--- src/rtl/fetch_stage_pkg.sv ---
`default_nettype none
// ============================================================================
// Module      : fetch_stage_pkg
// Description : Shared types, constants and helpers for the fetch stage:
//               FSM state encoding, NOP/opcode encodings, PC arithmetic.
// Revision    : 1.0 - initial release
// ============================================================================
package fetch_stage_pkg;

  // Two-bit state encoding; 2'd3 is unreachable and recovers to S_FETCH.
  typedef enum logic [1:0] {
    S_FETCH   = 2'd0,
    S_HOLD    = 2'd1,
    S_DRAIN   = 2'd2,
    S_ILLEGAL = 2'd3
  } fetch_state_e;

  // ADDI x0,x0,0 : the bubble handed to Proc when nothing is ready.
  localparam logic [31:0] C_NOP_INSTR  = 32'h0000_0013;

  // Major opcodes (instruction bits [6:0]).
  localparam logic [6:0]  C_OPC_OP_IMM = 7'b001_0011;
  localparam logic [6:0]  C_OPC_LOAD   = 7'b000_0011;
  localparam logic [6:0]  C_OPC_STORE  = 7'b010_0011;
  localparam logic [6:0]  C_OPC_BRANCH = 7'b110_0011;
  localparam logic [6:0]  C_OPC_JAL    = 7'b110_1111;
  localparam logic [6:0]  C_OPC_JALR   = 7'b110_0111;

  // Clears the byte-offset bits so every fetch address is word aligned.
  function automatic logic [31:0] word_align(input logic [31:0] addr);
    return addr & ~32'h0000_0003;
  endfunction

  // Sequential next PC; wraps modulo 2^32 without any flag.
  function automatic logic [31:0] pc_plus4(input logic [31:0] pc);
    return pc + 32'd4;
  endfunction

endpackage : fetch_stage_pkg
`default_nettype wire

--- src/rtl/fetch_stage_if.sv ---
`default_nettype none
// ============================================================================
// Module      : fetch_stage_if
// Description : Bundles the Proc-side control, instruction-memory handshake
//               and instruction output of the fetch stage.
// Revision    : 1.0 - initial release
// ============================================================================
interface fetch_stage_if;

  // Control from Proc
  logic        stall;
  logic        redirect_valid;
  logic [31:0] redirect_pc;

  // Instruction memory handshake
  logic        imem_req;
  logic [31:0] imem_addr;
  logic        imem_ack;
  logic [31:0] imem_rdata;

  // Instruction delivered to Proc
  logic [31:0] ir;
  logic [31:0] pc_out;
  logic        ir_valid;

  // The fetch stage itself
  modport master (
    input  stall, redirect_valid, redirect_pc, imem_ack, imem_rdata,
    output imem_req, imem_addr, ir, pc_out, ir_valid
  );

  // Proc plus instruction memory
  modport slave (
    output stall, redirect_valid, redirect_pc, imem_ack, imem_rdata,
    input  imem_req, imem_addr, ir, pc_out, ir_valid
  );

endinterface : fetch_stage_if
`default_nettype wire

--- src/rtl/fetch_stage.sv ---
`default_nettype none
// ============================================================================
// Module      : fetch_stage
// Description : Instruction fetch stage. Holds the fetch PC, runs a single
//               outstanding req/ack transaction to instruction memory,
//               absorbs Proc stalls in a one-entry buffer, applies redirects
//               (draining a wrong-path response if one is in flight) and
//               emits NOP bubbles when no instruction is ready.
// Revision    : 1.0 - initial release
// ============================================================================
module fetch_stage
  import fetch_stage_pkg::*;
#(
  parameter logic [31:0] RESET_PC  = 32'h0000_0000,
  parameter logic [31:0] NOP_INSTR = C_NOP_INSTR
) (
  input  logic          clk,
  input  logic          reset,
  fetch_stage_if.master bus
);

  fetch_state_e state_q, state_d;
  logic [31:0]  fetch_pc_q, fetch_pc_d;
  // Address of the wrong-path request still in flight; the memory sees a
  // stable address until its ack even though fetch_pc is already retargeted.
  logic [31:0]  drain_addr_q, drain_addr_d;
  // One-entry buffer; its contents are meaningful only while in S_HOLD, so
  // leaving S_HOLD is what invalidates it.
  logic [31:0]  buf_q, buf_d;
  logic [31:0]  buf_pc_q, buf_pc_d;
  logic [31:0]  ir_q, ir_d;
  logic [31:0]  pc_out_q, pc_out_d;
  logic         ir_valid_q, ir_valid_d;

  // Memory request is a pure decode of the state, masked during reset.
  always_comb begin
    bus.imem_req  = ((state_q == S_FETCH) || (state_q == S_DRAIN)) && !reset;
    bus.imem_addr = (state_q == S_DRAIN) ? drain_addr_q : fetch_pc_q;
    bus.ir        = ir_q;
    bus.pc_out    = pc_out_q;
    bus.ir_valid  = ir_valid_q;
  end

  // Next-state logic: redirect outranks ack and stall; otherwise deliver,
  // buffer, hold or bubble depending on state, ack and stall.
  always_comb begin
    state_d      = state_q;
    fetch_pc_d   = fetch_pc_q;
    drain_addr_d = drain_addr_q;
    buf_d        = buf_q;
    buf_pc_d     = buf_pc_q;
    ir_d         = ir_q;
    pc_out_d     = pc_out_q;
    ir_valid_d   = ir_valid_q;

    if (bus.redirect_valid) begin
      fetch_pc_d = word_align(bus.redirect_pc);
      ir_d       = NOP_INSTR;
      ir_valid_d = 1'b0;
      case (state_q)
        S_FETCH: begin
          // Ack this cycle means nothing is left in flight: just refetch.
          if (!bus.imem_ack) begin
            state_d      = S_DRAIN;
            drain_addr_d = fetch_pc_q;
          end
        end
        S_HOLD:  state_d = S_FETCH;
        S_DRAIN: state_d = S_DRAIN;
        default: state_d = S_FETCH;
      endcase
    end else begin
      case (state_q)
        S_FETCH: begin
          if (bus.imem_ack) begin
            fetch_pc_d = pc_plus4(fetch_pc_q);
            if (bus.stall) begin
              buf_d    = bus.imem_rdata;
              buf_pc_d = fetch_pc_q;
              state_d  = S_HOLD;
            end else begin
              ir_d       = bus.imem_rdata;
              pc_out_d   = fetch_pc_q;
              ir_valid_d = 1'b1;
            end
          end else if (!bus.stall) begin
            ir_d       = NOP_INSTR;
            ir_valid_d = 1'b0;
          end
        end
        S_HOLD: begin
          if (!bus.stall) begin
            ir_d       = buf_q;
            pc_out_d   = buf_pc_q;
            ir_valid_d = 1'b1;
            state_d    = S_FETCH;
          end
        end
        S_DRAIN: begin
          // Wrong-path data is dropped on the floor.
          if (bus.imem_ack) begin
            state_d = S_FETCH;
          end
          if (!bus.stall) begin
            ir_d       = NOP_INSTR;
            ir_valid_d = 1'b0;
          end
        end
        default: begin
          state_d = S_FETCH;
          if (!bus.stall) begin
            ir_d       = NOP_INSTR;
            ir_valid_d = 1'b0;
          end
        end
      endcase
    end
  end

  // State and output registers with synchronous reset.
  always_ff @(posedge clk) begin
    if (reset) begin
      state_q      <= S_FETCH;
      fetch_pc_q   <= RESET_PC;
      drain_addr_q <= 32'h0;
      buf_q        <= 32'h0;
      buf_pc_q     <= 32'h0;
      ir_q         <= NOP_INSTR;
      pc_out_q     <= 32'h0;
      ir_valid_q   <= 1'b0;
    end else begin
      state_q      <= state_d;
      fetch_pc_q   <= fetch_pc_d;
      drain_addr_q <= drain_addr_d;
      buf_q        <= buf_d;
      buf_pc_q     <= buf_pc_d;
      ir_q         <= ir_d;
      pc_out_q     <= pc_out_d;
      ir_valid_q   <= ir_valid_d;
    end
  end

endmodule : fetch_stage
`default_nettype wire

--- src/flat_wrapper.sv ---
// flat-port wrapper written by rule: the top's interface ports become plain ports
module fetch_stage_flat import fetch_stage_pkg::*;
#(
  parameter logic [31:0] RESET_PC  = 32'h0000_0000,
  parameter logic [31:0] NOP_INSTR = C_NOP_INSTR
)
  (clk, reset, bus_stall, bus_redirect_valid, bus_redirect_pc, bus_imem_ack, bus_imem_rdata, bus_imem_req, bus_imem_addr, bus_ir, bus_pc_out, bus_ir_valid);
  fetch_stage_if bus_i ();
  input  logic clk;
  input  logic reset;
  input wire logic [$bits(bus_i.stall)-1:0] bus_stall;
  input wire logic [$bits(bus_i.redirect_valid)-1:0] bus_redirect_valid;
  input wire logic [$bits(bus_i.redirect_pc)-1:0] bus_redirect_pc;
  input wire logic [$bits(bus_i.imem_ack)-1:0] bus_imem_ack;
  input wire logic [$bits(bus_i.imem_rdata)-1:0] bus_imem_rdata;
  output wire logic [$bits(bus_i.imem_req)-1:0] bus_imem_req;
  output wire logic [$bits(bus_i.imem_addr)-1:0] bus_imem_addr;
  output wire logic [$bits(bus_i.ir)-1:0] bus_ir;
  output wire logic [$bits(bus_i.pc_out)-1:0] bus_pc_out;
  output wire logic [$bits(bus_i.ir_valid)-1:0] bus_ir_valid;
  assign bus_i.stall = bus_stall;
  assign bus_i.redirect_valid = bus_redirect_valid;
  assign bus_i.redirect_pc = bus_redirect_pc;
  assign bus_i.imem_ack = bus_imem_ack;
  assign bus_i.imem_rdata = bus_imem_rdata;
  assign bus_imem_req = bus_i.imem_req;
  assign bus_imem_addr = bus_i.imem_addr;
  assign bus_ir = bus_i.ir;
  assign bus_pc_out = bus_i.pc_out;
  assign bus_ir_valid = bus_i.ir_valid;
  fetch_stage #(.RESET_PC(RESET_PC), .NOP_INSTR(NOP_INSTR)) u_core (.clk(clk), .reset(reset), .bus(bus_i));
endmodule
--- config.mk ---
export PLATFORM = sky130hd
export DESIGN_NAME = fetch_stage_flat
export DESIGN_NICKNAME = d
export VERILOG_FILES = /design/src/rtl/fetch_stage_pkg.sv /design/src/rtl/fetch_stage_if.sv /design/src/rtl/fetch_stage.sv /design/src/flat_wrapper.sv
export SDC_FILE = /design/constraint.sdc
export NUM_CORES = 1
export LEC_CHECK = 0
export BUFFER_PORTS_ARGS = -buffer_cell sky130_fd_sc_hd__buf_2
export CAP_MARGIN = 30
export CELL_PAD_IN_SITES_DETAIL_PLACEMENT = 0
export CELL_PAD_IN_SITES_GLOBAL_PLACEMENT = 1
export CORE_ASPECT_RATIO = 0.7
export CORE_MARGIN = 5
export CORE_UTILIZATION = 44
export CTS_CLUSTER_SIZE = 28
export DETAILED_ROUTE_END_ITERATION = 16
export HOLD_SLACK_MARGIN = 0.03
export PLACE_DENSITY = 0.95
export SLEW_MARGIN = 20
export SYNTH_ARGS = -nofsm -noshare
export SYNTH_HDL_FRONTEND = slang
export SYNTH_SLANG_ARGS = --single-unit
export TNS_END_PERCENT = 1
--- constraint.sdc ---
create_clock -name clk -period 5.6 [get_ports clk]
set_input_delay 0.28 -clock clk [delete_from_list [all_inputs] [get_ports clk]]
set_output_delay 0.28 -clock clk [all_outputs]
set_load 0.02 [all_outputs]
* Word level (Yosys, flattened, before mapping) *
Index checks and enable logic that the tools add are counted.

cells by class
  $add $sub $neg = 1
  multipliers = 0
  divide/modulo/power cells = 0
  order comparisons = 0
  equality and inequality tests = 11
  shift-type cells = 0
  muxes and demuxes = 25
  bitwise operators = 2
  reductions and logical operators = 15

operators by type and width
  cell                                            count
  2-to-1 mux 32 bit                               11
  one-hot mux 32 bit (2 select lines)             2
  adder 32 x 3 -> 32 bit (second input constant)  1
  != test 3 bit (second input constant)           6
  2-to-1 mux 2 bit                                6
  AND reduction 5 bit                             2
  != test 2 bit (second input constant)           3
  one-hot mux 2 bit (3 select lines)              1
  AND reduction 2 bit                             3
  nonzero test 2 bit                              3
  one-hot mux 2 bit (2 select lines)              1
  AND reduction 4 bit                             1
  2-to-1 mux 1 bit                                3
  AND reduction 3 bit                             1
  == test 2 x 1 -> 1 bit (second input constant)  1
  == test 2 bit (second input constant)           1
  zero test 2 bit                                 1
  NOT 1 bit                                       2
  one-hot mux 1 bit (2 select lines)              1
  OR reduction 2 bit                              1
  logical AND 1 bit                               1
  zero test 1 bit                                 1
  logical OR 1 bit                                1

word-level totals
  flip-flop bits (word level) = 195
  bits in latches = 0
  RAM bits = 0
  memory bits (read-only) = 0
  bits of input ports = 69
  output and inout port bits = 98
  logic and storage cells = 63
  memories = 0

* Logic depth before layout (Yosys ltp) *
  depth in word-level cells = 4
  depth in mapped cells = 7

* Least setup slack after synthesis *
No wires, ideal clock.

  path kind = register to register
  start = register u_core.fetch_pc_q[10]
  end = register u_core.fetch_pc_q[30]
  arrival time = 1.898 ns
  data required time = 5.509 ns
  setup slack = 3.611 ns
  stages on the path, launching flop included = 6
  path buffers = 1
  period minus slack after synthesis = 1.989 ns
  cells stage by stage = dfxtp_1 -> buf_2 -> nand4_2 -> or4_1 -> or4_1 -> a311oi_1

on the way
  word-level cells in the longest chain between the ends = 4

RTL lines
  item                    RTL line               text
  from (decl)             fetch_stage.sv:23      logic [31:0] fetch_pc_q, fetch_pc_d;
  from (signal assigned)  fetch_stage.sv:133     fetch_pc_q <= fetch_pc_d;
  adder 32 x 3 -> 32 bit  fetch_stage_pkg.sv:36  return pc + 32'd4;
  2-to-1 mux 32 bit       fetch_stage.sv:75      if (bus.imem_ack) begin
  2-to-1 mux 32 bit       fetch_stage.sv:73      case (state_q)
  2-to-1 mux 32 bit       fetch_stage.sv:56      if (bus.redirect_valid) begin

Every way passes these cells. The select of a mux whose other input is x is not followed.
A chain may end at the register's enable or synchronous reset.

* Worst setup path after layout *
  start = register u_core.fetch_pc_q[2]
  end = register u_core.fetch_pc_q[30]

The elaborated chain is that of the path after synthesis.

==> summary.md <==
| Metric | Value |
|---|---|
| Via density | `5.627` |
| Max cap viols | `0` |
| Cts repair resizes | `0` |
| Combinational power share | `between 10% and 20%` |
| Area of the mapped netlist | `between 0.008 and 0.009 mm^2` |
| Slew HR | `a little under two fifths` |
| Tmin final | `between 3 and 4 ns` |
| Number of synthesized flops with an enable pin | `0` |
| Unrepaired setup endpoints after global routing | `false` |
| Pint | `between 2000 and 2500 uW` |
| Status | `finished, final reports clean` |
| Slowest cell on crit path | `or4_1` |
| Syn avg cell area | `8.245 um^2` |
| Initial Util | `between 40% and 50%` |
| Gr ovfl total | `0` |
| Switch share | `a little over a quarter` |
| Antenna violations before repair | `0` |
| Reg-to-reg setup timing slack | `between 2 and 3 ns` |
| Die H | `~120 um` |
| Sequential Area | `0.003744 mm^2` |
| Critical Path, Cell by Cell | `ha_1, nand4bb_1, or4_1, or4_1, a311oi_1` |
| CP bufs+invs | `0` |
| I/O pin count | `~170` |
| Final ANT Viol Nets | `0` |
| First-pass DRT Iterations | `5` |
| Crit path top cell by count | `or4_1` |
| Clock Path Buffers | `2` |
| Seq cells post-synth | `approximately 190` |
| Synth cell types | `46` |
| Worst-skew pair later-pin latency | `0.43 ns` |
| Commonest cells after routing, fill and taps aside | `201 x nand2_1, 187 x dfxtp_1, 159 x buf_2` |
| Cts bufs inserted | `17` |
| Worst-Margin Slew | `0.9350 ns` |
| Post-detailed-route wirelength per cell | `approximately 18 um` |
| Vias in the first global route | `roughly 6900` |
| Hold buffer count at CTS | `0` |
| Clock transition at the registers of the reported paths | `0.07 ns` |
| Placeable Area | `around 0.018 mm^2` |
| Startpoint Class | `register` |
| Final WL | `between 20 and 25 mm` |
| Final-report max-slew violation count | `0` |
| Site row count | `between 40 and 50` |
| Power Density | `~310 mW/mm^2` |
| Reg power frac | `between 40 and 50%` |
| Ys flop type | `dfxtp_1` |
| Layout Area Growth over Synthesis | `17.37%` |
| Setup violators final | `0` |
| P_sw | `around 800 uW` |
| First-pass GRT wire length | `roughly 38 mm` |
| Synth Instances | `1000` |
| Clock Skews | `0.009370 ns` |
| HP Class | `input pin to register` |
| WS Path Type | `register to register` |
| # DRC | `0` |
| Top achievable clock speed | `between 0.3 and 0.4 GHz` |
| Nets | `about 1200` |
| Delay-heaviest family, CP | `simple AND/OR/NAND/NOR gates` |
| Static Leak | `between 0.003 and 0.004 uW` |
| CTS tree | `done` |
| Root Driver | `clkbuf_16` |
| Synth warn | `0` |
| Tcrit/Tclk final | `between 50 and 60%` |
| Final Wtd Congestion | `0.8704` |
| GR Util All Layers | `between 20% and 30%` |
| IO Port Bufs | `between 150 and 200` |
| Worst-path maximum fanout | `16` |
| Commonest non-fill, non-tap cell in the layout | `nand2_1` |
| Post-CTS Setup Bufs | `0` |
| HPWL after DPL | `15.68 mm` |
| H-Tree Depth | `4` |
| ANT cells | `0` |
| Setup crit end kind | `register` |
| Multi-input gate area | `approximately 0.004 mm^2` |
| Die width | `roughly 170 um` |
| Sequential area share after synthesis | `a little under half` |
| Total Die Area | `between 0.02 and 0.025 mm^2` |
| Sink Count | `between 150 and 200` |
| Non-Filler Instances | `approximately 1300` |
| Core Util, Final | `a little over half` |
| Fin. Hold Viols | `0` |
| Share of layout cells above drive strength 1 | `~22%` |
| Setup tns final | `0 ns` |
| Critical path data arrival time | `approximately 3.4 ns` |
| Largest net degree at the start of global routing | `between 80 and 90` |
| Fillcell total | `approximately 1700` |
| Max stage delay on crit path | `0.76 ns` |
| Clock power share | `around two fifths` |
| Detailed-route via count | `7507` |
| Worst EP required | `5.93 ns` |
| Placed Cells | `between 1000 and 1500` |
| Drt initial violations | `approximately 700` |
| Worst vdd ir | `~150 uV` |
| Ys async rst share | `0%` |
-- metal layers --
layer  GRT usage, %  up-vias  wire length [um]
li1               -     3672                 -
met1          31.57     3510             11200
met2          29.28      303              9756
met3          6.796       20              2167
met4          4.374        2               239
met5          1.620        -                45
-- sequential cells by signal, indices dropped and copies added, names as in the netlist --
signal and count:
u_core.fetch_pc_q 30, u_core.bus.ir 32, u_core.buf_pc_q 30, u_core.bus.ir_valid 1, u_core.drain_addr_q 30, u_core.buf_q 32
u_core.bus.pc_out 30, u_core.state_q 2
-- power by group through the flow --
stage               registers [uW]  clock network (uW)  logic (uW)
floorplan                     1460                   0         246
global placement              1470                   0         347
detailed placement            1480                   0         353
CTS                           1450                1270         354
global route                  1460                1320         386
finish                        1450                1240         352
-- kinds of logic after synthesis --
logic type	Yosys count	share of synthesized area [%]
muxes	57	7.375
and+or+nand+nor	386	20.61
AOI/OAI and AO/OA	241	19.59
buffers and inverters	116	5.645
xor gates and xnor gates	10	1.062
other	1	0.04548
DFF	187	45.40
adders and majority gates	2	0.2731
-- tightest hold or removal path, cell delays in order --
cell and delay (ns):
buf_2 0.10, nand2_1 0.05, a21oi_1 0.05
-- cell usage after synthesis, drive strengths merged, types with 2 or more instances --
cell type  count  area [um^2]
inv            7        26.28
a22oi         31        232.7
a21oi        100        500.5
nor4           7        43.79
and2           5        31.28
nand4         13        87.58
or4           14        105.1
a22o          28        245.2
a311oi        14        122.6
buf           16        88.84
nand2        201        754.5
nor2          98        367.9
o21ai          2        10.01
nand2b         3        18.77
dfxtp        187         3744
nor3           8        40.04
or3            2        12.51
nand3         13        70.07
a211oi        43        322.8
and4           6        52.55
mux2          30        337.8
xnor2          4        35.03
mux2i         27        270.3
a2111oi        3        26.28
clkbuf        92        346.6
nor3b          3        22.52
xor2           6        52.55
o31ai         15        112.6
or2            2        12.51
o221ai         3        26.28
and3           4        25.02
nor2b          4        25.02
-- through the flow --
stage          setup slack, ns  power [uW]  cell area (um^2)  hold slack [ns]
6_report                 2.518        3043              9678          0.09792
5_1_grt                  2.383        3168              9678          0.08440
4_1_cts                  2.610        3068              9667          0.08067
3_5_place_dp             2.615        1831              9070           0.4439
3_3_place_gp             2.698        1822              9027           0.4390
2_1_floorplan            3.611        1703              8257           0.4160
-- path summary, 6_finish.rpt --
check,endpoint,start,cells past startpoint
setup / recovery,u_core.fetch_pc_q[30],u_core.fetch_pc_q[2],5
hold / removal,u_core.buf_q[2],bus_imem_rdata[2],3
setup reg to reg,u_core.fetch_pc_q[30],u_core.fetch_pc_q[2],5
hold reg to reg,u_core.buf_q[28],u_core.buf_q[28],2
-- area by class of cell --
type,instances,area share [%]
clock inverter,10,1.448
tap,236,3.051
sequential,187,38.68
timing repair buffer,173,9.632
clock buffer,20,4.719
multi-input combinational,700,42.16
inverter,8,0.3103
No activity file was read; power rests on OpenSTA's default activity.
